[config.mk]
export PLATFORM = sky130hd
export DESIGN_NAME = store_write_buffer
export DESIGN_NICKNAME = d
export VERILOG_FILES = /design/src/rtl/store_write_buffer_pkg.sv /design/src/rtl/store_write_buffer_wb_match.sv /design/src/rtl/store_write_buffer.sv
export SDC_FILE = /design/constraint.sdc
export NUM_CORES = 1
export LEC_CHECK = 0
export ABC_AREA = 1
export CAP_MARGIN = 20
export CORE_MARGIN = 2
export CORE_UTILIZATION = 40
export CTS_CLUSTER_DIAMETER = 50
export DETAILED_ROUTE_END_ITERATION = 6
export PLACE_DENSITY = 0.58
export SYNTH_ARGS = -nofsm -noshare
export SYNTH_HDL_FRONTEND = slang
export SYNTH_HIERARCHICAL = 1
export SYNTH_SLANG_ARGS = --single-unit
[constraint.sdc]
create_clock -name clk -period 2.6 [get_ports clk]
set_input_delay 0.52 -clock clk [delete_from_list [all_inputs] [get_ports clk]]
set_output_delay 0.52 -clock clk [all_outputs]
set_load 0.005 [all_outputs]
[src/rtl/store_write_buffer_pkg.sv]
// Shared types for the data-side store write buffer.
// BLOCK_LSB is also used by the cache index/tag decoders.
package store_write_buffer_pkg;

    localparam int BLOCK_LSB = 4;

    typedef struct packed {
        logic        valid;
        logic [15:0] addr;
        logic [15:0] data;
    } wb_entry_t;

    typedef enum logic [1:0] {
        IDLE,
        WRITE,
        GAP
    } wb_state_t;

endpackage

[src/rtl/store_write_buffer_wb_match.sv]
// Parallel address compare against every buffer entry.
// LSB selects block (BLOCK_LSB) or word (0) granularity.
module wb_match
    import store_write_buffer_pkg::*;
#(
    parameter int DEPTH = 4,
    parameter int LSB   = 0
) (
    input  logic [DEPTH-1:0]       valid,
    input  logic [DEPTH-1:0][15:0] addrs,
    input  logic [15:0]            addr,
    output logic [DEPTH-1:0]       hit
);

    localparam logic [15:0] MASK = 16'hFFFF << LSB;

    always_comb begin
        for (int i = 0; i < DEPTH; i++) begin
            hit[i] = valid[i] & (((addrs[i] ^ addr) & MASK) == 16'h0);
        end
    end

endmodule

[src/rtl/store_write_buffer.sv]
// Write-through store buffer draining to the shared memory port.
// Define WB_COALESCE_EN to merge stores to an already-queued word.
module store_write_buffer
    import store_write_buffer_pkg::*;
#(
    parameter int DEPTH  = 4,
    parameter int WR_GAP = 0
) (
    input  logic                       clk,
    input  logic                       rst_n,
    input  logic                       st_valid,
    input  logic [15:0]                st_addr,
    input  logic [15:0]                st_data,
    output logic                       st_ready,
    input  logic                       mem_grant,
    output logic                       mem_req,
    output logic                       mem_busy,
    output logic                       mem_enable,
    output logic                       mem_wr,
    output logic [15:0]                mem_addr,
    output logic [15:0]                mem_data,
    input  logic [15:0]                chk_addr,
    output logic                       chk_hazard,
    input  logic                       flush,
    output logic                       flush_done,
    output logic [$clog2(DEPTH+1)-1:0] count
);

    localparam int PW = $clog2(DEPTH);
    localparam int CW = $clog2(DEPTH+1);
    localparam int GW = (WR_GAP > 1) ? $clog2(WR_GAP) : 1;

    wb_entry_t [DEPTH-1:0]       entries;
    logic      [DEPTH-1:0]       ent_valid;
    logic      [DEPTH-1:0][15:0] ent_addr;
    logic      [DEPTH-1:0]       blk_hit;
    logic      [PW-1:0]          head;
    logic      [PW-1:0]          tail;
    logic      [GW-1:0]          gap_cnt;
    wb_state_t                   state;
    logic                        pop;
    logic                        push;
    logic                        alloc;
    logic                        merge;
    logic      [PW-1:0]          merge_idx;

    always_comb begin
        for (int i = 0; i < DEPTH; i++) begin
            ent_valid[i] = entries[i].valid;
            ent_addr[i]  = entries[i].addr;
        end
    end

    wb_match #(.DEPTH(DEPTH), .LSB(BLOCK_LSB)) u_blk_match (
        .valid (ent_valid),
        .addrs (ent_addr),
        .addr  (chk_addr),
        .hit   (blk_hit)
    );

`ifdef WB_COALESCE_EN
    logic [DEPTH-1:0] word_hit;
    logic [DEPTH-1:0] merge_vec;

    wb_match #(.DEPTH(DEPTH), .LSB(0)) u_word_match (
        .valid (ent_valid),
        .addrs (ent_addr),
        .addr  (st_addr),
        .hit   (word_hit)
    );

    // The head is already on the port while popping; never merge into it.
    always_comb begin
        merge_vec = word_hit;
        if (pop) merge_vec[head] = 1'b0;
        merge_idx = '0;
        for (int i = DEPTH-1; i >= 0; i--) begin
            if (merge_vec[i]) merge_idx = PW'(i);
        end
        merge = |merge_vec;
    end
`else
    assign merge     = 1'b0;
    assign merge_idx = '0;
`endif

    assign pop        = (state == WRITE);
    assign st_ready   = ~flush & ((count < CW'(DEPTH)) | pop | merge);
    assign push       = st_valid & st_ready;
    assign alloc      = push & ~merge;
    assign chk_hazard = |blk_hit;
    assign mem_req    = (count != '0);
    assign mem_busy   = pop;
    assign mem_enable = pop;
    assign mem_wr     = pop;
    assign mem_addr   = pop ? entries[head].addr : '0;
    assign mem_data   = pop ? entries[head].data : '0;
    assign flush_done = (count == '0) & (state == IDLE);

    always_ff @(posedge clk) begin
        if (!rst_n) begin
            entries <= '0;
            head    <= '0;
            tail    <= '0;
            count   <= '0;
        end else begin
            if (pop) begin
                entries[head].valid <= 1'b0;
                head                <= head + 1'b1;
            end
            if (alloc) begin
                entries[tail] <= '{valid: 1'b1, addr: st_addr, data: st_data};
                tail          <= tail + 1'b1;
            end
            if (push & merge) entries[merge_idx].data <= st_data;
            count <= count + CW'(alloc) - CW'(pop);
        end
    end

    // Last GAP cycle also does the IDLE grant check: one write per 1+WR_GAP.
    always_ff @(posedge clk) begin
        if (!rst_n) begin
            state   <= IDLE;
            gap_cnt <= '0;
        end else begin
            unique case (state)
                IDLE: begin
                    if (count != '0 && mem_grant) state <= WRITE;
                end
                WRITE: begin
                    if (WR_GAP > 0) begin
                        state   <= GAP;
                        gap_cnt <= GW'(WR_GAP - 1);
                    end else if (count > CW'(1) && mem_grant) begin
                        state <= WRITE;
                    end else begin
                        state <= IDLE;
                    end
                end
                GAP: begin
                    if (gap_cnt != '0) gap_cnt <= gap_cnt - 1'b1;
                    else if (count != '0 && mem_grant) state <= WRITE;
                    else state <= IDLE;
                end
                default: state <= IDLE;
            endcase
        end
    end

endmodule
==> results of run 1 <==
[area by class of cell]
cell class / count / share of cell area [%]
Multi-Input combinational cell: 863 / 41.1
Sequential cell: 140 / 29.6
Timing Repair Buffer: 119 / 13.0
Inverter: 180 / 7.11
Clock buffer: 17 / 4.47
Tap cell: 234 / 3.08
Clock inverter: 15 / 1.66
[stage by stage]
step,setup TNS (ps),utilization (%),hold WS (ps),total power (uW)
2_1_floorplan,0,-,439,3350
3_3_place_gp,-193,47.2,468,3980
3_5_place_dp,-200,47.2,485,3990
4_1_cts,0,50.5,495,6480
5_1_grt,0,50.7,513,6790
6_report,0,50.7,486,6430
[power breakdown]
group | total [uW] | internal [uW] | switching [uW]
Clock | 2420 | 1350 | 1060
Combinational | 1640 | 701 | 935
Sequential | 2370 | 2280 | 96.1
[worst reg2reg max path, cell delays in order, from the launching register on]
cell and delay, ps:
dfxtp_1 340, inv_2 90, nand2_4 140, nand3_1 140
ha_1 300, inv_1 40, ha_1 180, fa_1 370
xor2_1 170, nor2_1 50
[sequential cells by signal, indices dropped and copies added, names as in the netlist]
signal / count
head: 2
state: 1
count: 3
entries: 64
tail: 2
ent_valid: 4
ent_addr: 64
[cells by family (layout without fill, tap and decap cells)]
kind of cell,Yosys count,after routing
compound gates,130,130
xor+xnor,18,18
fa+ha+maj,13,13
buf+inv,250,331
flops,140,140
simple gates,702,702
[path summary, 6_finish.rpt]
path	slack, ps	start	endpoint
min reg2reg	490	ent_valid[3]	ent_valid[3]
max	70	head[0]	mem_addr[6]
min	490	ent_valid[3]	ent_valid[3]
max reg2reg	680	state[0]	count[2]
[what timing repair did]
| item | 4_1_cts | 5_1_grt |
|---|---|---|
| gates resized for setup | 18 | 30 |
| pin swaps | 2 | 6 |
| setup buffers | 4 | 0 |
| endpoints found under the setup margin | 29 | 9 |
| endpoints found under the hold margin | 0 | 0 |
[metal layers]
metal	part of all wire, %	wire length, microns	vias up
met2	45	9320	133
met5	0	0	-
met3	4.6	938	19
met1	49	10100	3154
li1	-	-	3911
met4	1.2	253	0
[placed cells by master (no fill, tap or decap), types with 16 or more instances in the layout]
cell / count
nand2_1: 397
nor2_1: 286
inv_1: 163
dfxtp_1: 133
clkdlybuf4s50_1: 70
o211ai_1: 64
a21oi_1: 37
buf_4: 18
clkbuf_16: 17
o21ai_0: 16
==> run metrics, run 1 <==
outcome finished, final reports clean; Global Route met3 Usage 4.83%; Routed WL between 20 and 25 mm; drt initial violations about 460; num rows 50; DP Cell Count about 1500; final hold violation count 0; first-pass GRT wire length about 33 mm; post-layout instance area roughly 9500 sq um; unrepaired setup endpoints after global routing false; core footprint approximately 19000 sq um; grt ovf 0; f_max 0.396 GHz; Rel. slew slack between 60% and 70%; largest family of logic cells by synthesized area simple AND/OR/NAND/NOR gates; crit-path max FO 21; Tmin final between 2000 and 3000 ps; grt peak-use layer met2; Yosys reg bits 140; post-synth top area cell dfxtp_1; vias post-DR a little over 7000; Synth top cells by count nand2_1 (397), nor2_1 (287), inv_1 (165); Cell Area, Synth between 7000 and 8000 sq um; leak pwr roughly 0.0047 uW; Area after DPL a little under 9000 sq um; final setup violation count 0; Max stage delay on crit path between 500 and 600 ps; Non-Filler Instances 1568; Post-Synth Adder-Cell Area between 2 and 2.5%; layout net count ~1400; number of max-cap violations 0; max-slew violations 0; simple-gate share of the synthesized area a little over a third; VDD IR max slightly above 0.5 mV; Hold Crit Depth 2; share of the synthesized area in the top cell type between 30% and 40%; Post-synth ARST share 0%; CTS Sinks 140; fillcell total 1948; startpoint types flop; post-synthesis sequential area ratio 36.4%; CP bufs+invs 3; xor-xnor portion of the synthesized cell area between 2 and 2.5%; clock buffer depth 2; die height 143 microns; final routed DRC violation total 0; CTS Buf Count 17; CP Capture Type output pin; ys flop type dfxtp_1; Clock Pin Slew Worst Setup and Hold Paths about 60 ps; full die area 20400 sq um; Least-Margin Pin Slew roughly 450 ps; worst min path class flop to flop; gr usage total between 20% and 30%; clock tree root driver cell clkbuf_16; top-count cell post-synth nand2_1; met1 usage between 20% and 30%; antenna violations before repair 0; Post-synth EDFFs 0; period utilization between 90 and 100%; syn_nets between 1000 and 1500; Req. time, crit path 2080 ps; dpl ws -200 ps; ANT cells 0; Sequential Area about 2800 sq um; M2 GR Usage 33.5%; Synth cell types 25; DP HPWL ~13 mm; vias per cell between 4 and 5; clk_skew around 8.4 ps; Setup CP Type flop to output pin; TritonCTS clock tree done; Reg2Reg Depth 9; post-synthesis compound-gate area fraction roughly a tenth; syn_area_per_cell 6.14 sq um; WP depth 6; Mapped Cells about 1300; CP delay by family, top buffers and inverters; area grow syn2layout 23.6%; I/O pin count 95; fraction of layout cells with a size suffix above 1 ~7.4%; Detail Route Antenna Nets 0; initial core utilization around 41%; worst setup margin 71.7 ps; Horiz. Die Dim 143 microns; clk_lat worst skew about 430 ps; CTS Hold Bufs 0; port bufs 90; Arrival @ worst endpoint 2010 ps; multiplexer share of the synthesized area 0%; vias in the first global route between 6000 and 7000; critical path cell sequence buf_4 > buf_8 > nand2_1 > o211ai_1 > a21oi_1 > clkdlybuf4s50_1; pin count of the biggest net entering global routing 77; top post-synthesis cells by area dfxtp_1 (36%), nand2_1 (19%), nor2_1 (14%); Placer Congestion around 0.85; total power divided by cell area between 600 and 700 nW/um^2; H-tree levels 4; critical path's slowest cell clkdlybuf4s50_1; TritonRoute pass-1 iters 7; multi-input logic area 3900 sq um; Synth Warn # 6; WL/cell between 10 and 15 microns
Power figures use the tool's default switching activity.
==> run 2, diff against run 1 <==
--- a/config.mk
+++ b/config.mk
@@ -7,11 +7,12 @@
 export LEC_CHECK = 0
 export ABC_AREA = 1
 export CAP_MARGIN = 20
-export CORE_MARGIN = 2
-export CORE_UTILIZATION = 40
+export CELL_PAD_IN_SITES_DETAIL_PLACEMENT = 0
+export CELL_PAD_IN_SITES_GLOBAL_PLACEMENT = 1
+export CORE_UTILIZATION = 39
 export CTS_CLUSTER_DIAMETER = 50
 export DETAILED_ROUTE_END_ITERATION = 6
-export PLACE_DENSITY = 0.58
+export PLACE_DENSITY = 0.77
 export SYNTH_ARGS = -nofsm -noshare
 export SYNTH_HDL_FRONTEND = slang
 export SYNTH_HIERARCHICAL = 1
==> run 2 against run 1 <==
Die area is 0.33% lower. Final area grew 0.32%. Worst setup slack improved by 31 ps. Maximum frequency up 1.2%. Wire length up 0.54%. Critical endpoint is now mem_data[14]. Global-route usage rose by 0.85 points. Highest routed layer unchanged. Combinational power decreased by 3%. Sequential cell count is the same. Sequential power is essentially flat. Cell count increased by 1.7%. Hold slack got worse by 17 ps. Count of clock-buffer cells in the layout increased by 7.
==> run metrics, run 2 (synthesis gave the netlist of run 1 again) <==
outcome finished, final reports clean; final setup violation count 0 (unchanged); Setup CP Type flop to output pin; Routed WL 20.7 mm (+0.54%); pin count of the biggest net entering global routing 79 (+2.6%); Max stage delay on crit path 540 ps (about the same); CP Capture Type output pin; vias per cell 4.55 (-1.1%); commonest non-fill, non-tap cell in the layout nand2_1; met1 usage 29.4% (+1.4 points); H-tree levels 4 (unchanged); CTS Hold Bufs 0 (unchanged); initial core utilization 40.4% (-0.54 points); VDD IR max 0.490 mV (-5.3%); RR Endpoint count[2]; Placer Congestion 0.868 (+2.1%); clock tree root driver cell clkbuf_16; vias post-DR 7254 (+0.51%); end point of the critical path mem_data[14]; CTS Sinks 140 (unchanged); area grow syn2layout 24.0%; Least-Margin Pin Slew 419 ps (-32.9 ps); clk_lat worst skew 420 ps (about the same); final routed DRC violation total 0 (unchanged); Sequential Area 2810 sq um (-0.27%); gr usage total 21.6% (+0.85 points); clock buffer depth 2 (unchanged); layout net count 1386 (-0.072%); DP Cell Count 1559 (+1.8%); f_max 0.400 GHz (+1.2%); multi-input logic area 3880 sq um (-0.55%); Area after DPL 8910 sq um (+0.59%); crit path launch head[1]; grt ovf 0 (unchanged); clk_skew 8.88 ps (+0.451 ps); max-slew violations 0 (unchanged); post-layout instance area 9540 sq um (+0.32%); drt initial violations 447 (-1.8%); Reg2Reg Depth 9 (unchanged); period utilization 96.1% (-1.2 points); core footprint 19000 sq um (+1.3%); TritonCTS clock tree done; CTS Buf Count 17 (unchanged); total power divided by cell area 687 nW/um^2 (+1.6%); Tmin final 2500 ps (-30.7 ps); startpoint types flop; Detail Route Antenna Nets 0 (unchanged); fraction of layout cells with a size suffix above 1 5.78% (-1.6 points); unrepaired setup endpoints after global routing true; Sum Neg Setup Slack 0 ps (unchanged); crit-path max FO 18 (-14%); reg-to-reg slack, setup 440 ps (-240 ps); most frequent cells in the layout nand2_1 (397), nor2_1 (287), inv_1 (163); Req. time, crit path 2080 ps (about the same); WL/cell 13.0 microns (-1.1%); Global Route met3 Usage 4.04% (-0.79 points); Arrival @ worst endpoint 1980 ps (-30 ps); reg2reg start state[0]; final hold violation count 0 (unchanged); grt peak-use layer met2; worst min path class input port to flop; leak pwr 0.00454 uW (-2.8%); die height 142 microns (-0.16%); number of max-cap violations 0 (unchanged); antenna violations before repair 1 (+1); port bufs 90 (unchanged); TritonRoute pass-1 iters 5 (-2); Horiz. Die Dim 142 microns (-0.16%); Clock Pin Slew Worst Setup and Hold Paths 60 ps (about the same); DP HPWL 13.4 mm (+3.5%); num rows 50 (unchanged); critical path cell sequence buf_4 > o211ai_1 > a21oi_1 > clkdlybuf4s50_1; Rel. slew slack 72.0% (+2.2 points); I/O pin count 95 (unchanged); full die area 20300 sq um (-0.33%); fillcell total 2028 (+4.1%); hold_sp rst_n; vias in the first global route 6597 (+3.4%); first-pass GRT wire length 34.1 mm (+3.0%); M2 GR Usage 34.8% (+1.3 points); critical path's slowest cell clkdlybuf4s50_1; Non-Filler Instances 1594 (+1.7%)
-- run 2: per-stage QoR --
stage | utilization (%) | worst slack [ps] | hold WS (ps) | total power (uW)
2_1_floorplan | - | 640 | 439 | 3350
3_3_place_gp | 46.8 | -245 | 473 | 4010
3_5_place_dp | 46.8 | -217 | 478 | 4020
4_1_cts | 50.1 | 14.2 | 462 | 6620
5_1_grt | 50.1 | -0.0877 | 482 | 6950
6_report | 50.1 | 102 | 469 | 6550
-- run 2: timing repair --
action,CTS,global route
buffers inserted,1,1
pin swaps,2,0
gates resized for setup,15,1
setup endpoints to repair,8,17
-- run 2: final cells by class --
class                   count  area share (%)
flip-flops and latches    140            29.4
clock buffers              24            5.17
repair buffers            118            12.8
well taps                 260            3.41
clock inverters             8            1.35
multi-input cells         863            40.7
diodes                      1          0.0262
inverters                 180            7.08
-- run 2: worst min path at each step --
stage / to / slack [ps] / cells past startpoint
floorplan: ent_valid[0] / 440 / 2
global placement: ent_valid[3] / 470 / 2
detailed placement: ent_valid[1] / 480 / 2
CTS: count[0] / 460 / 3
global route: ent_addr[1] / 480 / 3
finish: count[0] / 470 / 3
-- run 2: layer usage --
layer  vias up  share of wire, %
met4         0               1.1
li1       3898                 -
met5         -                 0
met2       118                45
met3        15               4.0
met1      3223                50
-- run 2: power by group --
group | switching [uW] | leakage (uW) | total, uW | internal [uW]
sequential | 107 | 0.00114 | 2380 | 2280
clock | 959 | 0.000288 | 2580 | 1620
combinational | 904 | 0.00312 | 1590 | 685
-- run 2: critical path, delay by kind of cell (launching register included) --
family | cells | cell delay, ps
buffers and inverters | 2 | 840
DFF | 1 | 350
AOI/OAI and AO/OA | 2 | 360
